### src/rtl/len5_pkg.sv
// Shared widths and bus payload types for the len5 front end.
// The instruction queue entry and its default depth live here.
package len5_pkg;

  localparam int unsigned XLEN     = 32;
  localparam int unsigned ILEN     = 32;
  localparam int unsigned IQ_DEPTH = 4;

  typedef struct packed {
    logic [XLEN-1:0] pc;
    logic [ILEN-1:0] instr;
    logic            pred_taken;
    logic [XLEN-1:0] pred_target;
    logic            except;
  } iq_entry_t;

endpackage

### src/rtl/fetch_instr_queue.sv
// In-order instruction queue between fetch selector and decode/issue.
// Optional same-cycle empty-queue pass-through when LEN5_IQ_BYPASS_EN is defined.
module fetch_instr_queue
  import len5_pkg::*;
#(
  parameter int unsigned DEPTH = IQ_DEPTH
) (
  input  logic                          clk_i,
  input  logic                          rst_n_i,
  input  logic                          flush_i,
  input  logic                          fetch_valid_i,
  output logic                          fetch_ready_o,
  input  logic [XLEN-1:0]               fetch_pc_i,
  input  logic [ILEN-1:0]               fetch_instr_i,
  input  logic                          fetch_pred_taken_i,
  input  logic [XLEN-1:0]               fetch_pred_target_i,
  input  logic                          fetch_except_i,
  output logic                          issue_valid_o,
  input  logic                          issue_ready_i,
  output logic [XLEN-1:0]               issue_pc_o,
  output logic [ILEN-1:0]               issue_instr_o,
  output logic                          issue_pred_taken_o,
  output logic [XLEN-1:0]               issue_pred_target_o,
  output logic                          issue_except_o,
  output logic [$clog2(DEPTH):0]        count_o
);

  localparam int unsigned PTR_W = $clog2(DEPTH);
  localparam int unsigned CNT_W = PTR_W + 1;

  iq_entry_t              r_mem [DEPTH];
  logic      [PTR_W-1:0]  r_head;
  logic      [PTR_W-1:0]  r_tail;
  logic      [CNT_W-1:0]  r_count;

  iq_entry_t              w_in;
  iq_entry_t              w_head;
  logic                   w_empty;
  logic                   w_push;
  logic                   w_pop;
  logic                   w_wr;
  logic                   w_rd;

  assign w_in = '{pc:          fetch_pc_i,
                  instr:       fetch_instr_i,
                  pred_taken:  fetch_pred_taken_i,
                  pred_target: fetch_pred_target_i,
                  except:      fetch_except_i};

  assign w_empty       = (r_count == '0);
  assign fetch_ready_o = (r_count < CNT_W'(DEPTH));

`ifdef LEN5_IQ_BYPASS_EN
  // Empty queue forwards the offered entry straight to decode.
  assign issue_valid_o = (!w_empty || fetch_valid_i) && !flush_i;
  assign w_head        = w_empty ? w_in : r_mem[r_head];
`else
  assign issue_valid_o = !w_empty && !flush_i;
  assign w_head        = r_mem[r_head];
`endif

  assign w_push = fetch_valid_i && fetch_ready_o;
  assign w_pop  = issue_valid_o && issue_ready_i;

  // A pop from an empty queue can only be a pass-through: nothing stored, nothing read.
  assign w_wr = w_push && !(w_empty && w_pop);
  assign w_rd = w_pop && !w_empty;

  assign issue_pc_o          = w_head.pc;
  assign issue_instr_o       = w_head.instr;
  assign issue_pred_taken_o  = w_head.pred_taken;
  assign issue_pred_target_o = w_head.pred_target;
  assign issue_except_o      = w_head.except;
  assign count_o             = r_count;

  always_ff @(posedge clk_i or negedge rst_n_i) begin
    if (!rst_n_i) begin
      r_head  <= '0;
      r_tail  <= '0;
      r_count <= '0;
    end else if (flush_i) begin
      r_head  <= '0;
      r_tail  <= '0;
      r_count <= '0;
    end else begin
      if (w_wr) r_tail <= r_tail + PTR_W'(1);
      if (w_rd) r_head <= r_head + PTR_W'(1);
      case ({w_wr, w_rd})
        2'b10:   r_count <= r_count + CNT_W'(1);
        2'b01:   r_count <= r_count - CNT_W'(1);
        default: r_count <= r_count;
      endcase
    end
  end

  // Storage is not cleared by flush; pointers alone define occupancy.
  always_ff @(posedge clk_i or negedge rst_n_i) begin
    if (!rst_n_i) begin
      for (int unsigned i = 0; i < DEPTH; i++) r_mem[i] <= '0;
    end else if (w_wr && !flush_i) begin
      r_mem[r_tail] <= w_in;
    end
  end

endmodule

### config.mk
export PLATFORM = sky130hd
export DESIGN_NAME = fetch_instr_queue
export DESIGN_NICKNAME = d
export VERILOG_FILES = /design/src/rtl/len5_pkg.sv /design/src/rtl/fetch_instr_queue.sv
export SDC_FILE = /design/constraint.sdc
export NUM_CORES = 1
export LEC_CHECK = 0
export CORE_MARGIN = 4
export CORE_UTILIZATION = 51
export CTS_CLUSTER_SIZE = 24
export DETAILED_ROUTE_END_ITERATION = 8
export PLACE_DENSITY = 0.77
export SKIP_CTS_REPAIR_TIMING = 1
export SYNTH_ARGS = -nofsm -noshare
export SYNTH_HDL_FRONTEND = slang
export SYNTH_SLANG_ARGS = --single-unit
### constraint.sdc
create_clock -name clk_i -period 2.1 [get_ports clk_i]
set_input_delay 0.21 -clock clk_i [delete_from_list [all_inputs] [get_ports clk_i]]
set_output_delay 0.21 -clock clk_i [all_outputs]
set_load 0.03 [all_outputs]
==> flow_summary.ini, run 1 <==
[detailed_routing]
postRouteAntennaNets = 0
drc = 0
viasPerCell = 5.593
drt-initial-drc-count = 373
wl_met1_mm = 17.19
routed_wl_mm = 39.31
topRoutingLayerUsed = met5
drtPass1Iterations = 4
drt-wirelength-per-cell_um = 22.30
num_vias = 9860
met2_length_mm = 19.08
route.met3.wl_mm = 2.284

[yosys]
synthAdderAreaFrac_pct = 0.3932
yosys.area_share.simple_pct = 0.5827
synth_compound_area_share_pct = 0.3932
synth_warnings = 0
muxShareOfSynthArea_pct = 38.90
synth_top_family_by_area = multiplexers
ys_seq_area_share_pct = 56.03
syn_area_um2 = 17820
synth_fp_nets = 1109
synth_xor_xnor_area_share_pct = 0.2738
synth_cell_types = 34
synth-seq-cells = 399
syn_inst = 1001
synth_area_per_cell_um2 = 17.80

[setup_path]
r2r_slack_ps = 110
cp-end-kind = output port
cp_max_fo = 8
cp-start-kind = flip-flop
crit_chain = buf_6 -> buf_12 -> mux4_2 -> buf_6
path_class = reg -> out
path_buf_inv = 3
cp.required_ps = 1890
crit_arrival_ps = 2100
cp_slowest_cell = mux4_2
crit_family = multiplexers
cpPeakStageDelay_ps = 560
cp_common_cell = buf_6

[sta]
setup_viol = 98
worst_slack_ps = -210.3
max_slew_margin_pct = 66.18
fin_skew_ps = 7.568
rsz0062_at_grt = true
fin_crit_sh_pct = 110.0
finalHoldViolCount = 0
finalCriticalPeriod_ps = 2310
tightest_slew_ps = 501.0
fmax_mhz = 432.8
drv_slew = 0
finalSetupTns_ps = -15890

[job]
drv_cap = 0

[cells_and_area]
layout-drive-gt1-share_pct = 58.19
postLayoutCellArea_um2 = 22670
mostFrequentLayoutCells = dfrtp_1, mux2_2, clkdlybuf4s50_1
final_common_cell = dfrtp_1
syn_to_final_growth_pct = 27.19
multiInputGateArea_um2 = 7252
fillCellCount = 2416
fin_cells = 1763
seq_area_um2 = 9993
final_nets = 1383

[min_path]
min_path_type = in -> async

[power_and_ir_drop]
power_density_nw_per_um2 = 1519
p_leak_nw = 9.845
vdd_ir_drop_max_mv = 1.089

[floorplanning]
fp.dieArea_um2 = 38000
die_x_um = 194.9
start_util_pct = 51.59
num_rows = 68
ios = 206
die_h_um = 194.9
core_area_um2 = 34540

[place]
placed_cell_area_um2 = 20620
hpwl_mm = 24.65
dp_cells = 1653
routabilityCongestion = 0.7286
io_buffers = 205

[clock_tree]
root_buffer = clkbuf_16
tritoncts = yes
insertion_delay_ps = 550
cts_sinks = 399
cts.path.max_buffers = 3
clkSlewWorstSetupHoldPaths_ps = 60
htreeDepth = 2
numCtsBuffers = 43

[run_status]
status = finished, violations left
violations = setup timing

[global_route]
grt_pass1_wl_mm = 61.64
grt_max_degree = 53
grt_usage_pct = 20.18
grt_pass1_vias = 10900
gr-total-overflow = 0
antenna_found_initial = 3
-- final cells by class --
class	instances	area share, %
sequential	399	44.09
multi-input combinational	528	32.00
timing repair buffer	297	14.81
clock buffer	60	5.570
tap	455	2.512
clock inverter	16	0.9053
inverter	6	0.09937
antenna	2	0.02208
-- cells in the mapped netlist --
cell type | n | area [um2]
buf_8 | 4 | 60.06
nand3_1 | 1 | 5.000
nor2_1 | 7 | 26.28
buf_4 | 28 | 210.2
xnor2_1 | 2 | 17.52
a31oi_1 | 1 | 6.260
or4_1 | 1 | 7.510
nor3b_2 | 1 | 12.51
o31ai_1 | 1 | 7.510
clkbuf_1 | 9 | 33.78
nor4_1 | 1 | 6.260
o21ai_0 | 4 | 20.02
and2b_1 | 1 | 7.510
mux2_4 | 80 | 1201
and2_1 | 4 | 25.02
xor2_1 | 1 | 8.760
o221a_2 | 1 | 11.26
buf_1 | 1 | 3.750
o31a_1 | 1 | 8.760
inv_1 | 6 | 22.52
mux2i_1 | 1 | 10.01
nor3_1 | 1 | 5.000
and3b_1 | 1 | 8.760
fa_1 | 1 | 20.02
mux2_2 | 312 | 3513
dfrtp_1 | 399 | 9985
ha_1 | 4 | 50.05
a211oi_1 | 1 | 7.510
buf_2 | 13 | 65.06
mux4_2 | 98 | 2207
buf_6 | 5 | 56.30
o311ai_0 | 1 | 8.760
xnor3_1 | 1 | 22.52
buf_12 | 8 | 160.2
-- final timing paths --
path | startpoint | endpoint | depth (start not counted)
worst max-delay path | r_head[0] | issue_pc_o[14] | 4
max in group asynchronous | rst_n_i | r_mem[71] | 4
worst min-delay path | rst_n_i | r_mem[291] | 2
min in group clk_i | fetch_instr_i[11] | r_mem[45] | 2
worst max register to register | count_o[2] | count_o[2] | 5
worst min register to register | r_mem[123] | r_mem[123] | 1
-- kinds of logic after synthesis --
logic type | Yosys count
AO/OA/AOI/OAI | 10
XOR/XNOR | 4
adder cells (fa/ha/maj) | 5
buffers and inverters | 74
flip-flops | 399
multiplexers | 491
AND/OR/NAND/NOR | 18
-- routing by layer --
metal,vias up,track usage [%]
met1,5295,27.53
met2,215,32.75
met5,-,0
met4,4,5.818
met3,54,4.854
li1,4292,-
-- state kept, by name, summed over array words and instances (netlist names) --
signal and cells:
count_o 3, r_tail 2, r_head 2, r_mem 392
-- power by group --
part / internal (W) / switching, W / total (W)
registers: 0.0108 / 0.00165 / 0.0125
logic: 0.00798 / 0.00614 / 0.0141
clock network: 0.00479 / 0.00302 / 0.00782
total: 0.0236 / 0.0108 / 0.0344
-- stage by stage --
step           total power (W)  worst slack [ps]  utilization [%]  hold WS (ps)
3_3_place_gp           0.02516            -36.30            59.69         189.2
6_report               0.03442            -210.3            65.62         189.5
3_5_place_dp           0.02557            -108.9            59.69         186.4
4_1_cts                0.03356            -661.7            63.93        -411.2
2_1_floorplan          0.02098             41.98                -        -85.59
5_1_grt                0.03607            -258.9            65.61         221.3
No activity file was read; power rests on OpenSTA's default activity.
==> inputs of run 2 (changes only) <==
SKIP_CTS_REPAIR_TIMING = default   (was 1)
SKIP_LAST_GASP = 1   (was default)
SLEW_MARGIN = 0   (was default)
==> flow_summary.ini, run 2 (same netlist as run 1, synthesis figures left out) <==
[sta]
max_slew_margin_pct = 65.64
fin_skew_ps = 9.062
rsz0062_at_grt = true
setup_viol = 98
drv_slew = 0
worst_slack_ps = -221.4
finalSetupTns_ps = -16640
tightest_slew_ps = 509.0
finalCriticalPeriod_ps = 2321
fmax_mhz = 430.8
fin_crit_sh_pct = 110.5
finalHoldViolCount = 0

[min_path]
min_path_type = in -> async

[clock_tree]
cts_sinks = 399
tritoncts = yes
cts.path.max_buffers = 3
insertion_delay_ps = 550
clkSlewWorstSetupHoldPaths_ps = 60
root_buffer = clkbuf_16
numCtsBuffers = 43
htreeDepth = 2

[setup_path]
cp.required_ps = 1890
cp_max_fo = 5
crit_arrival_ps = 2110
reg2reg_depth = 6
reg2reg_to = count_o[1]
path_class = reg -> out
cp-end-kind = output port
r2r_slack_ps = 100
r2r_start = count_o[2]
cp-start-kind = flip-flop

[floorplanning]
core_area_um2 = 34540
ios = 206
num_rows = 68
die_x_um = 194.9
fp.dieArea_um2 = 38000
die_h_um = 194.9
start_util_pct = 51.59

[detailed_routing]
num_vias = 9795
drt-initial-drc-count = 388
viasPerCell = 5.607
routed_wl_mm = 39.13
postRouteAntennaNets = 0
drt-wirelength-per-cell_um = 22.40
drc = 0
drtPass1Iterations = 4

[cells_and_area]
final_nets = 1368
mostFrequentLayoutCells = dfrtp_1, mux2_2, clkdlybuf4s50_1
layout-drive-gt1-share_pct = 57.63
largest_reg_flops = 392
fillCellCount = 2461
final_common_cell = dfrtp_1
fin_util_pct = 64.68
syn_to_final_growth_pct = 25.37
fin_cells = 1747
top_register = r_mem
postLayoutCellArea_um2 = 22340

[power_and_ir_drop]
vdd_ir_drop_max_mv = 1.086
power_w = 0.03367
power_density_nw_per_um2 = 1507
power.internal_w = 0.02303
swShare_pct = 31.60
seq_power_share_pct = 37.1
power.switching_w = 0.01064
clockPowerShare_pct = 23.2
p_leak_nw = 9.679
pwr-share-comb_pct = 39.7

[run_status]
violations = setup timing
status = finished, violations left

[global_route]
antenna_found_initial = 3
gr-total-overflow = 0
grt_usage_pct = 20.75
grt_max_degree = 53
grt_pass1_wl_mm = 62.94
grt_pass1_vias = 10990

[place]
dp_cells = 1653
hpwl_mm = 24.65
routabilityCongestion = 0.7286
placed_cell_area_um2 = 20620
io_buffers = 205

[job]
drv_cap = 0
## run 2: cell types whose count changed in the layout (fill, tap and decap cells not counted), moves of 2 or more
cell	change
buf_16	+4
clkbuf_16	-3
buf_6	-54
clkdlybuf4s15_2	+12
buf_4	+31
buf_8	-2
buf_12	-4
## run 2: area by class of cell
class                           instances  area, um2  area share (%)
Antenna cell                            1      2.502         0.01120
Clock buffer                           60       1262           5.650
Clock inverter                         16      205.2          0.9184
Inverter                                6      22.52          0.1008
Multi-Input combinational cell        528       7246           32.43
Sequential cell                       399       9993           44.73
Tap cell                              455      569.3           2.548
Timing Repair Buffer                  282       3042           13.61
## run 2: metal layers
layer / wire length (um) / GRT usage [%] / vias up
met1: 17120 / 28.39 / 5259
met4: 782 / 5.896 / 4
met3: 2108 / 4.940 / 58
met2: 19090 / 33.68 / 214
met5: 23 / 0 / -
li1: - / - / 4260
## run 2: stage by stage
stage                     setup WS [ps]  hold slack [ps]
after floorplan                   41.98           -85.59
after global placement           -36.30            189.2
after detailed placement         -108.9            186.4
after CTS                        -268.6            187.5
after global routing             -292.0            221.6
final                            -221.4            193.3
## run 2: critical path, stage by stage, from the launching register on
cell and delay [ps]:
dfrtp_4 530, buf_12 160, buf_4 140, buf_16 140
mux4_2 430, buf_6 150
## run 2: worst max-delay path by stage
| stage | from | end | slack [ps] |
|---|---|---|---|
| 6_report | r_head[0] | issue_pc_o[3] | -220 |
| 5_1_grt | r_head[0] | issue_pred_target_o[23] | -290 |
| 4_1_cts | r_head[0] | issue_pc_o[24] | -270 |
| 3_5_place_dp | fetch_valid_i | count_o[1] | -110 |
| 3_3_place_gp | issue_ready_i | count_o[1] | -40 |
| 2_1_floorplan | count_o[2] | count_o[2] | 40 |
## run 2: what timing repair did
item / CTS / global route
setup buffers: 6 / 6
setup endpoints to repair: 99 / 100
endpoints found under the hold margin: 69 / 0
hold buffers: 1 / 0
gates cloned: 4 / 1
gates resized for setup: 443 / 7
## run 2: power groups by stage
stage	combinational, W	clock (W)	sequential, W
floorplan	0.00901	0	0.0120
global placement	0.0128	0	0.0124
detailed placement	0.0130	0	0.0125
CTS	0.0135	0.00800	0.0125
global route	0.0142	0.00830	0.0128
finish	0.0134	0.00781	0.0125
==> inputs of run 3 (changes only) <==
ABC_CLOCK_PERIOD_IN_PS = 2100   (was default)
==> results of run 3 <==
The final DEF is identical to that of run 2; final timing and power are the same.
